$ cat src/rtl/sm83_alu_flags_if.sv
// Flag-unit bus: ALU status in, flag select/enable controls, flag values out.
// The controller side owns the master modport; the flag register block is the slave.
interface sm83_alu_flags_if;
  logic       alu_zero;
  logic       alu_carry;
  logic       alu_half_carry;
  logic       shift_out;
  logic       daa_carry_out;
  logic       n_in;
  logic [1:0] z_sel;
  logic [1:0] h_sel;
  logic [2:0] c_sel;
  logic       n_we;
  logic       pri_we;
  logic [1:0] cin_sel;
  logic       flags_load;
  logic [7:0] db_in;
  logic [7:0] flags_db;
  logic       zero;
  logic       carry;
  logic       daa_carry;
  logic       flag_n;
  logic       pri_carry;
  logic       alu_carry_in;

  modport master (
    output alu_zero, alu_carry, alu_half_carry, shift_out, daa_carry_out, n_in,
           z_sel, h_sel, c_sel, n_we, pri_we, cin_sel, flags_load, db_in,
    input  flags_db, zero, carry, daa_carry, flag_n, pri_carry, alu_carry_in
  );

  modport slave (
    input  alu_zero, alu_carry, alu_half_carry, shift_out, daa_carry_out, n_in,
           z_sel, h_sel, c_sel, n_we, pri_we, cin_sel, flags_load, db_in,
    output flags_db, zero, carry, daa_carry, flag_n, pri_carry, alu_carry_in
  );
endinterface

$ cat src/rtl/sm83_alu_flags.sv
// SM83 flag registers Z/N/H/C plus the primary carry buffer P feeding the ALU carry-in.
// Flag outputs come straight from flops; only flags_db and alu_carry_in are combinational.
module sm83_alu_flags (
  input logic              clk,
  input logic              reset,
  sm83_alu_flags_if.slave  bus
);
  logic z_q, n_q, h_q, c_q, p_q;
  logic z_d, n_d, h_d, c_d, p_d;

  always_comb begin
    z_d = z_q;
    h_d = h_q;
    c_d = c_q;
    n_d = n_q;
    p_d = bus.pri_we ? bus.alu_carry : p_q;

    unique case (bus.z_sel)
      2'd0:    z_d = bus.alu_zero;
      2'd1:    z_d = 1'b0;
      2'd2:    z_d = 1'b1;
      default: z_d = z_q;
    endcase

    unique case (bus.h_sel)
      2'd0:    h_d = bus.alu_half_carry;
      2'd1:    h_d = 1'b0;
      2'd2:    h_d = 1'b1;
      default: h_d = h_q;
    endcase

    // DAA can only raise C, never drop it
    case (bus.c_sel)
      3'd0:    c_d = bus.alu_carry;
      3'd1:    c_d = bus.shift_out;
      3'd2:    c_d = c_q | bus.daa_carry_out;
      3'd3:    c_d = ~c_q;
      3'd4:    c_d = 1'b1;
      default: c_d = c_q;
    endcase

    if (bus.n_we) n_d = bus.n_in;

    // POP AF overrides every per-flag select; P is not part of AF
    if (bus.flags_load) begin
      z_d = bus.db_in[7];
      n_d = bus.db_in[6];
      h_d = bus.db_in[5];
      c_d = bus.db_in[4];
    end
  end

  always_ff @(posedge clk or posedge reset) begin
    if (reset) begin
      z_q <= 1'b0;
      n_q <= 1'b0;
      h_q <= 1'b0;
      c_q <= 1'b0;
      p_q <= 1'b0;
    end else begin
      z_q <= z_d;
      n_q <= n_d;
      h_q <= h_d;
      c_q <= c_d;
      p_q <= p_d;
    end
  end

  // Carry-in reads registered C/P so CCF with cin_sel=C sees the pre-edge value
  always_comb begin
    unique case (bus.cin_sel)
      2'd0:    bus.alu_carry_in = 1'b0;
      2'd1:    bus.alu_carry_in = 1'b1;
      2'd2:    bus.alu_carry_in = c_q;
      default: bus.alu_carry_in = p_q;
    endcase
  end

  assign bus.flags_db  = {z_q, n_q, h_q, c_q, 4'b0000};
  assign bus.zero      = z_q;
  assign bus.carry     = c_q;
  assign bus.daa_carry = h_q;
  assign bus.flag_n    = n_q;
  assign bus.pri_carry = p_q;
endmodule

$ cat src/flat_wrapper.sv
// flat-port wrapper written by rule: the top's interface ports become plain ports
module sm83_alu_flags_flat 
  (clk, reset, bus_alu_zero, bus_alu_carry, bus_alu_half_carry, bus_shift_out, bus_daa_carry_out, bus_n_in, bus_z_sel, bus_h_sel, bus_c_sel, bus_n_we, bus_pri_we, bus_cin_sel, bus_flags_load, bus_db_in, bus_flags_db, bus_zero, bus_carry, bus_daa_carry, bus_flag_n, bus_pri_carry, bus_alu_carry_in);
  sm83_alu_flags_if bus_i ();
  input logic clk;
  input logic reset;
  input wire logic [$bits(bus_i.alu_zero)-1:0] bus_alu_zero;
  input wire logic [$bits(bus_i.alu_carry)-1:0] bus_alu_carry;
  input wire logic [$bits(bus_i.alu_half_carry)-1:0] bus_alu_half_carry;
  input wire logic [$bits(bus_i.shift_out)-1:0] bus_shift_out;
  input wire logic [$bits(bus_i.daa_carry_out)-1:0] bus_daa_carry_out;
  input wire logic [$bits(bus_i.n_in)-1:0] bus_n_in;
  input wire logic [$bits(bus_i.z_sel)-1:0] bus_z_sel;
  input wire logic [$bits(bus_i.h_sel)-1:0] bus_h_sel;
  input wire logic [$bits(bus_i.c_sel)-1:0] bus_c_sel;
  input wire logic [$bits(bus_i.n_we)-1:0] bus_n_we;
  input wire logic [$bits(bus_i.pri_we)-1:0] bus_pri_we;
  input wire logic [$bits(bus_i.cin_sel)-1:0] bus_cin_sel;
  input wire logic [$bits(bus_i.flags_load)-1:0] bus_flags_load;
  input wire logic [$bits(bus_i.db_in)-1:0] bus_db_in;
  output wire logic [$bits(bus_i.flags_db)-1:0] bus_flags_db;
  output wire logic [$bits(bus_i.zero)-1:0] bus_zero;
  output wire logic [$bits(bus_i.carry)-1:0] bus_carry;
  output wire logic [$bits(bus_i.daa_carry)-1:0] bus_daa_carry;
  output wire logic [$bits(bus_i.flag_n)-1:0] bus_flag_n;
  output wire logic [$bits(bus_i.pri_carry)-1:0] bus_pri_carry;
  output wire logic [$bits(bus_i.alu_carry_in)-1:0] bus_alu_carry_in;
  assign bus_i.alu_zero = bus_alu_zero;
  assign bus_i.alu_carry = bus_alu_carry;
  assign bus_i.alu_half_carry = bus_alu_half_carry;
  assign bus_i.shift_out = bus_shift_out;
  assign bus_i.daa_carry_out = bus_daa_carry_out;
  assign bus_i.n_in = bus_n_in;
  assign bus_i.z_sel = bus_z_sel;
  assign bus_i.h_sel = bus_h_sel;
  assign bus_i.c_sel = bus_c_sel;
  assign bus_i.n_we = bus_n_we;
  assign bus_i.pri_we = bus_pri_we;
  assign bus_i.cin_sel = bus_cin_sel;
  assign bus_i.flags_load = bus_flags_load;
  assign bus_i.db_in = bus_db_in;
  assign bus_flags_db = bus_i.flags_db;
  assign bus_zero = bus_i.zero;
  assign bus_carry = bus_i.carry;
  assign bus_daa_carry = bus_i.daa_carry;
  assign bus_flag_n = bus_i.flag_n;
  assign bus_pri_carry = bus_i.pri_carry;
  assign bus_alu_carry_in = bus_i.alu_carry_in;
  sm83_alu_flags u_core (.clk(clk), .reset(reset), .bus(bus_i));
endmodule
$ cat config.mk
export PLATFORM = sky130hd
export DESIGN_NAME = sm83_alu_flags_flat
export DESIGN_NICKNAME = d
export VERILOG_FILES = /design/src/rtl/sm83_alu_flags_if.sv /design/src/rtl/sm83_alu_flags.sv /design/src/flat_wrapper.sv
export SDC_FILE = /design/constraint.sdc
export NUM_CORES = 1
export LEC_CHECK = 0
export BUFFER_PORTS_ARGS = -buffer_cell sky130_fd_sc_hd__buf_4
export CAP_MARGIN = 25
export CORE_AREA = 2 2 39 41
export DETAILED_ROUTE_END_ITERATION = 10
export DIE_AREA = 0 0 41 43
export GPL_ROUTABILITY_DRIVEN = 0
export GPL_TIMING_DRIVEN = 0
export PLACE_DENSITY = 0.76
export SETUP_SLACK_MARGIN = 0.2
export SYNTH_ARGS = -nofsm -noshare
export SYNTH_HDL_FRONTEND = slang
export SYNTH_SLANG_ARGS = --single-unit
$ cat constraint.sdc
create_clock -name clk -period 1.6 [get_ports clk]
set_clock_uncertainty 0.05 [all_clocks]
set_input_delay 0.16 -clock clk [delete_from_list [all_inputs] [get_ports clk]]
set_output_delay 0.16 -clock clk [all_outputs]
set_load 0.02 [all_outputs]
======== After elaboration in Yosys (flattened, before gate mapping) ========
Index checks and enable logic that the tools add are counted.
word-level totals
  bits in registers ....................... 5
  output and inout port bits .............. 14
  word-level logic and storage cells ...... 34
cells by class
  eq/ne operators ......................... 10
  mux-type cells .......................... 9
  bitwise logic cells ..................... 2
  reduce and logical (&&, ||, !) cells .... 8
operators by type and width
  kind                number
  $pmux 1 s3          3
  $reduce_bool 4->1   2
  $eq 2x1->1 const B  3
  $eq 2x2->1 const B  3
  $eq 3x2->1 const B  2
  $logic_not 2->1     3
  $reduce_bool 6->1   1
  $mux 1              5
  $pmux 1 s5          1
  $eq 3x1->1 const B  1
  $eq 3x3->1 const B  1
  $logic_not 3->1     1
  $reduce_bool 2->1   1
  $not 1->1           1
  $or 1x1->1          1

======== Logic depth before layout (Yosys ltp) ========
Gate-level depths: netlist of run 1.
  depth in word-level cells ............... 3
  gate-level depth with buffers ........... 5
  gate-level depth less buffers ........... 5

======== Worst setup path before layout of run 1 ========
No wires, ideal clock.
  path type ............................... register to register
  start point ............................. register u_core.c_q, in the netlist u_core.bus.carry
  end point ............................... register u_core.c_q, in the netlist u_core.bus.carry
  setup time .............................. 0.095 ns
  arrival time ............................ 1.062 ns
  required time ........................... 1.455 ns
  setup slack ............................. 0.392 ns
  stages on the path, launching flop included .. 5
  buffers on the path ..................... 0
  clock period less this slack ............ 1.208 ns
  cell sequence ........................... dfrtp_1 > nor2_1 > a211oi_1 > a211oi_1 > o31ai_1
between the ends
  longest elaborated chain between the ends .. 3
RTL lines
  item                                     line                                        RTL
  from (decl)                              sm83_alu_flags.sv:8                         logic z_q, n_q, h_q, c_q, p_q;
  from (signal assigned)                   sm83_alu_flags.sv:58                        c_q <= 1'b0;
  from (signal assigned)                   sm83_alu_flags.sv:64                        c_q <= c_d;
  $or 1x1->1 or $not 1->1 (tied branches)  sm83_alu_flags.sv:36, sm83_alu_flags.sv:37
  $pmux 1 s5 (*)                           sm83_alu_flags.sv:33                        case (bus.c_sel)
  $mux 1 (*)                               sm83_alu_flags.sv:45                        if (bus.flags_load) begin
Every way passes the cells marked *; elsewhere a longest branch is shown, timed or not.
A chain may end at the register's enable or synchronous reset.

======== Final worst setup path of run 1 ========
  start point ............................. register u_core.c_q, in the netlist u_core.bus.carry
  end point ............................... output bus_alu_carry_in
between the ends
  longest elaborated chain between the ends .. 1
RTL lines
  item        line                  RTL
  $pmux 1 s3  sm83_alu_flags.sv:71  unique case (bus.cin_sel)
  to (decl)   flat_wrapper.sv:27    output wire logic [$bits(bus_i.alu_carry_in)-1:0] bus_alu_carry_in;
No other way between the ends.

==> results of run 1 <==
-- placed cells by master, fill, tap and decap left out --
| cell | count |
|---|---|
| nor4b_1 | 2 |
| mux2i_1 | 2 |
| clkbuf_4 | 3 |
| dlygate4sd3_1 | 1 |
| buf_4 | 41 |
| ha_1 | 6 |
| a211oi_1 | 2 |
| dfrtp_1 | 5 |
| nor3b_1 | 3 |
| o32a_1 | 2 |
| a31oi_1 | 1 |
| o21ai_0 | 4 |
| o31ai_1 | 1 |
| nand2_1 | 5 |
| a21oi_1 | 1 |
| inv_1 | 8 |
| clkbuf_1 | 1 |
| nor2_1 | 5 |
| conb_1 | 4 |
-- final cells by class --
type	count	area (sq um)
Buffer	8	60.1
Clock buffer	4	26.3
Fill cell	132	603
Inverter	8	30.0
Multi-Input combinational cell	38	262
Sequential cell	5	125
Tap cell	16	20.0
Timing Repair Buffer	34	258
-- per-layer routing --
metal | wire length [microns] | track usage | vias to the layer above
met5 | 0 | 0 | -
met4 | 19 | 0.100 | 0
met3 | 77 | 0.0157 | 2
met2 | 584 | 0.241 | 21
met1 | 373 | 0.123 | 224
li1 | - | - | 259
-- state kept, by name, summed over array words and instances (netlist names) --
register	cells
u_core.bus.zero	1
u_core.bus.flag_n	1
u_core.bus.daa_carry	1
u_core.bus.carry	1
u_core.bus.pri_carry	1
-- through the flow --
step	instance area, sq um	setup slack [ps]	instances	total power, uW
after floorplan	477	392	59	264
after global placement	744	349	108	360
after detailed placement	744	271	108	366
after CTS	781	306	113	515
after global routing	781	270	113	538
final	781	312	113	505
-- synth_stat cells (all sizes together) --
cell type,n
nor4b,2
nand2,5
nor2,5
a21oi,1
o31ai,1
a31oi,1
o21ai,4
a211oi,2
nor3b,3
inv,8
o32a,2
dfrtp,5
mux2i,2
ha,6
buf,8
conb,1
-- where the power goes --
group | switching (uW) | total (uW) | internal (uW)
combinational | 96.2 | 212 | 116
clock | 47.3 | 141 | 94.0
sequential | 11.8 | 152 | 140
-- worst reg2reg max path, stage by stage (launching register included) --
cell and delay (ps):
dfrtp_1 440, nor2_1 80, a211oi_1 220, a211oi_1 80, o31ai_1 230
-- worst max path at each step --
stage / to / slack, ps / cells past startpoint
floorplan: u_core.bus.carry$_DFFE_PP0P_ / 390 / 4
global placement: u_core.bus.zero$_DFFE_PP0P_ / 350 / 6
detailed placement: u_core.bus.zero$_DFFE_PP0P_ / 270 / 6
CTS: bus_alu_carry_in / 310 / 3
global route: u_core.bus.carry$_DFFE_PP0P_ / 270 / 4
finish: bus_alu_carry_in / 310 / 3
-- kinds of logic (layout without fill, tap and decap cells) --
| kind of cell | after synthesis | in the layout | synth area share |
|---|---|---|---|
| other | 1 | 4 | 0.00806 |
| multiplexers | 2 | 2 | 0.0430 |
| flip-flops | 5 | 5 | 0.269 |
| AO/OA/AOI/OAI | 11 | 11 | 0.159 |
| AND/OR/NAND/NOR | 15 | 15 | 0.167 |
| adder cells (fa/ha/maj) | 6 | 6 | 0.161 |
| buffers and inverters | 16 | 54 | 0.194 |
==> out/results.txt, run 1 <==
Mapped Cells = 56
Worst-case hold path end point = u_core.bus.pri_carry$_DFFE_PP0P_
Hold Path Class = primary input to register
Drt first-iter violations = 9
Num CTS Buffers = 3
Chip Width = 41 microns
Hold Startpoint = bus_pri_we
Mapped Area = 465 sq um
Routed Antenna Nets = 0
Row count = 14
Critical Path Sink Type = output pin
Area leader, netlist = dfrtp_1
R2R depth = 4
Fraction of layout cells with a size suffix above 1 = 0.454
H-Tree Depth = 1
RSZ-0062 raised after global routing = false
Core ar. = 1380 sq um
Synth top area share = 0.269
Post-synthesis sequential area ratio = 0.269
DP HPWL = 936 microns
Final TNS setup = 0 ps
Post-Route WL = 1.06 mm
Synth Register Bits = 5
Crit path time final = 1290 ps
CP cell instances = a21oi_1 > a31oi_1 > buf_4
Grt ovf = 0
Drt wl/cell = 9.35 microns
Pwr Density = 646 nW/um^2
Gr usage total = 0.134
Buf+Inv Stages, Crit Path = 1
CTS tree = done
# diodes = 0
Vias in the first global route = 456
CP Launch Type = register
Max VDD drop = 0.257 mV
Die ar. = 1760 sq um
Hold_ws = 69.3 ps
P&R area growth vs syn = 67.7%
Hold_buf cts = 1
Worst-path maximum fanout = 6
Vias/cell = 4.48
CP arrival = 1080 ps
Synth cell types = 16
Pin count of the biggest net entering global routing = 7
Max-cap violation count = 0
Mean Syn Cell Area = 8.31 sq um
Starting Density = 0.336
I/O Buffers = 33
Lkg Pwr = 0.000436 uW
Outcome = completed
Fmax = 776 MHz
Slew Viols, Final = 0
Drt drc = 0
Top Family by Delay on Critical Path = flip-flops
Period utilisation layout = 0.805
Global-route wire length before repair = 1.59 mm
Via count = 506
Reg-to-reg critical path startpoint = u_core.bus.carry$_DFFE_PP0P_
Die Y = 43 microns
Hold path depth = 2
R2r endpoint = u_core.bus.carry$_DFFE_PP0P_
Final setup violation count = 0
Layout Utilization = 0.564
Crit path largest cell delay = 440 ps
Clock Path Buffers = 2
Setup crit start = u_core.bus.carry$_DFFE_PP0P_
Post_cts resized = 0
Required @ worst endpoint = 1390 ps
Initial antenna violation count = 0
Clock slew seen by the registers of the worst setup and hold paths = 40 ps
Kind of critical path = register to output pin
R2R Setup Slk = 410 ps
CTS sink count = 5
Count of final hold-check violations = 0
Root Driver = clkbuf_4
Top post-synthesis cells by area = dfrtp_1 (27%), ha_1 (16%), buf_4 (13%)
Postcts setup bufs = 0
Clk_lat worst skew = 230 ps
Synth warn = 0
Drt first pass iters = 4
Slowest CP cell = dfrtp_1
I/O Pins = 42
Nets = 132
(Power assumes the default switching activity.)
==> run 2, diff against run 1 <==
CORE_AREA = not set   (was 2 2 39 41)
CORE_MARGIN = 2   (was not set)
CORE_UTILIZATION = 35   (was not set)
DIE_AREA = not set   (was 0 0 41 43)
clock period = 1.2 ns   (was 1.6 ns; I/O delays follow)
==> run 2 against run 1 <==
Effect of this change:
- flip-flop and latch count stayed put
- final cell count increased by 0.88%
- highest routed layer unchanged
- power up 51%
- worst setup slack got worse by 300 ps
- wire length is 12% higher
- sequential share of layout area fell by 1.8 points
- combinational power increased by 68%
- clock-buffer cell count did not move
- first-iteration DRC count fell by 100%
==> out/results.txt, run 2 (synthesized netlist as in run 1, its figures left out) <==
Nets = 134
Via count = 511
Final TNS setup = 0 ps
Vias in the first global route = 380
Row count = 13
RSZ-0062 raised after global routing = true
Sequential share of power = 0.273
Drt drc = 0
Clk network pwr share = 0.260
Initial antenna violation count = 0
Final setup violation count = 0
Lkg Pwr = 0.000467 uW
Clock Path Buffers = 2
Fmax = 839 MHz
Routed Antenna Nets = 0
Most common cell after layout, fill and taps aside = buf_4
Setup crit start = u_core.bus.carry$_DFFE_PP0P_
Hold_ws = 18.2 ps
CP Launch Type = register
Starting Density = 0.367
Drt first-iter violations = 0
Slew Viols, Final = 0
Sw Ratio = 0.316
# diodes = 0
Kind of critical path = register to output pin
Vias/cell = 4.48
Core ar. = 1270 sq um
Period utilisation layout = 0.993
Fillers = 101
Grt ovf = 0
NetSw = 241 uW
Required @ worst endpoint = 1030 ps
Pwr Density = 842 nW/um^2
Clock slew seen by the registers of the worst setup and hold paths = 40 ps
H-Tree Depth = 1
Die Y = 40.5 microns
Layout Cells excl Fill = 114
Chip Width = 40.5 microns
Gr usage total = 0.144
P&R area growth vs syn = 94.6%
CTS sink count = 5
Fin area = 906 sq um
Die ar. = 1640 sq um
DP HPWL = 893 microns
Clk_lat worst skew = 240 ps
Placed cell count = 107
Internal power = 521 uW
Reg-to-reg critical path startpoint = u_core.bus.carry$_DFFE_PP0P_
Outcome = completed
Crit path time final = 1190 ps
Count of final hold-check violations = 0
I/O Buffers = 33
Post-Route WL = 1.18 mm
Hold Path Class = primary input to register
Fraction of layout cells with a size suffix above 1 = 0.606
Worst-path maximum fanout = 5
Total Power = 762 uW
Most frequent cells in the layout = buf_4 (33), buf_6 (10), nor2_1 (5), nand2_1 (5)
DP Area = 791 sq um
Drt wl/cell = 10.4 microns
Hold Startpoint = bus_pri_we
Pin count of the biggest net entering global routing = 6
Comb pwr share = 0.467
Global-route wire length before repair = 1.48 mm
I/O Pins = 42
CTS tree = done
Critical Path Sink Type = output pin
Num CTS Buffers = 3
Root Driver = clkbuf_4
Max-cap violation count = 0
Max VDD drop = 0.386 mV
CP arrival = 1020 ps
Drt first pass iters = 1
## run 2: cell types whose count changed in the layout (fill, tap and decap cells not counted), moves of 3 or more
cell	delta
dfrtp_1	-3
buf_4	-8
inv_1	-4
buf_6	+10
dfrtp_2	+3
inv_2	+4
## run 2: path summary, 6_finish.rpt
check	to	slack, ps	cells past startpoint
min reg2reg	u_core.bus.pri_carry$_DFFE_PP0P_	530	2
max	bus_alu_carry_in	8	3
min	u_core.bus.pri_carry$_DFFE_PP0P_	20	2
min in group asynchronous	u_core.bus.flag_n$_DFFE_PP0P_	280	3
max reg2reg	u_core.bus.carry$_DFFE_PP0P_	50	4
max in group asynchronous	u_core.bus.daa_carry$_DFFE_PP0P_	640	3
## run 2: area by class of cell
cell class / count / area [sq um] / area share
tap: 15 / 18.8 / 0.0207
timing repair buffer: 36 / 299 / 0.330
inverter: 8 / 30.0 / 0.0331
sequential: 5 / 129 / 0.142
clock buffer: 4 / 26.3 / 0.0290
buffer: 8 / 71.3 / 0.0787
multi-input combinational: 38 / 332 / 0.366
## run 2: critical path, stage by stage (launching register included)
cell and delay [ps]:
dfrtp_2 430, a21oi_2 140, a31oi_2 40, buf_4 160
## run 2: power by group through the flow
| stage | combinational, uW | clock [uW] | sequential (uW) |
|---|---|---|---|
| 2_1_floorplan | 147 | 0 | 225 |
| 3_3_place_gp | 297 | 0 | 206 |
| 3_5_place_dp | 301 | 0 | 206 |
| 4_1_cts | 338 | 203 | 206 |
| 5_1_grt | 385 | 217 | 210 |
| 6_report | 356 | 198 | 208 |
## run 2: through the flow
| stage | setup slack [ps] | utilization |
|---|---|---|
| CTS | 3.62 | 0.690 |
| global route | -31.9 | 0.714 |
| finish | 7.86 | 0.714 |
| global placement | 1.77 | 0.623 |
| floorplan | 106 | - |
| detailed placement | -19.4 | 0.623 |
## run 2: timing repair
action,4_1_cts,5_1_grt
setup buffers,2,0
resized for setup,9,5
endpoints found under the hold margin,5,0
hold buffers,1,0
pin swaps,2,0
endpoints found under the setup margin,9,11
## run 2: layer usage
metal | up-vias | share of wire | track usage
met5 | - | 0 | 0
met1 | 220 | 0.35 | 0.147
met4 | 0 | 0.020 | 0.100
li1 | 263 | - | -
met2 | 26 | 0.50 | 0.238
met3 | 2 | 0.13 | 0.0556
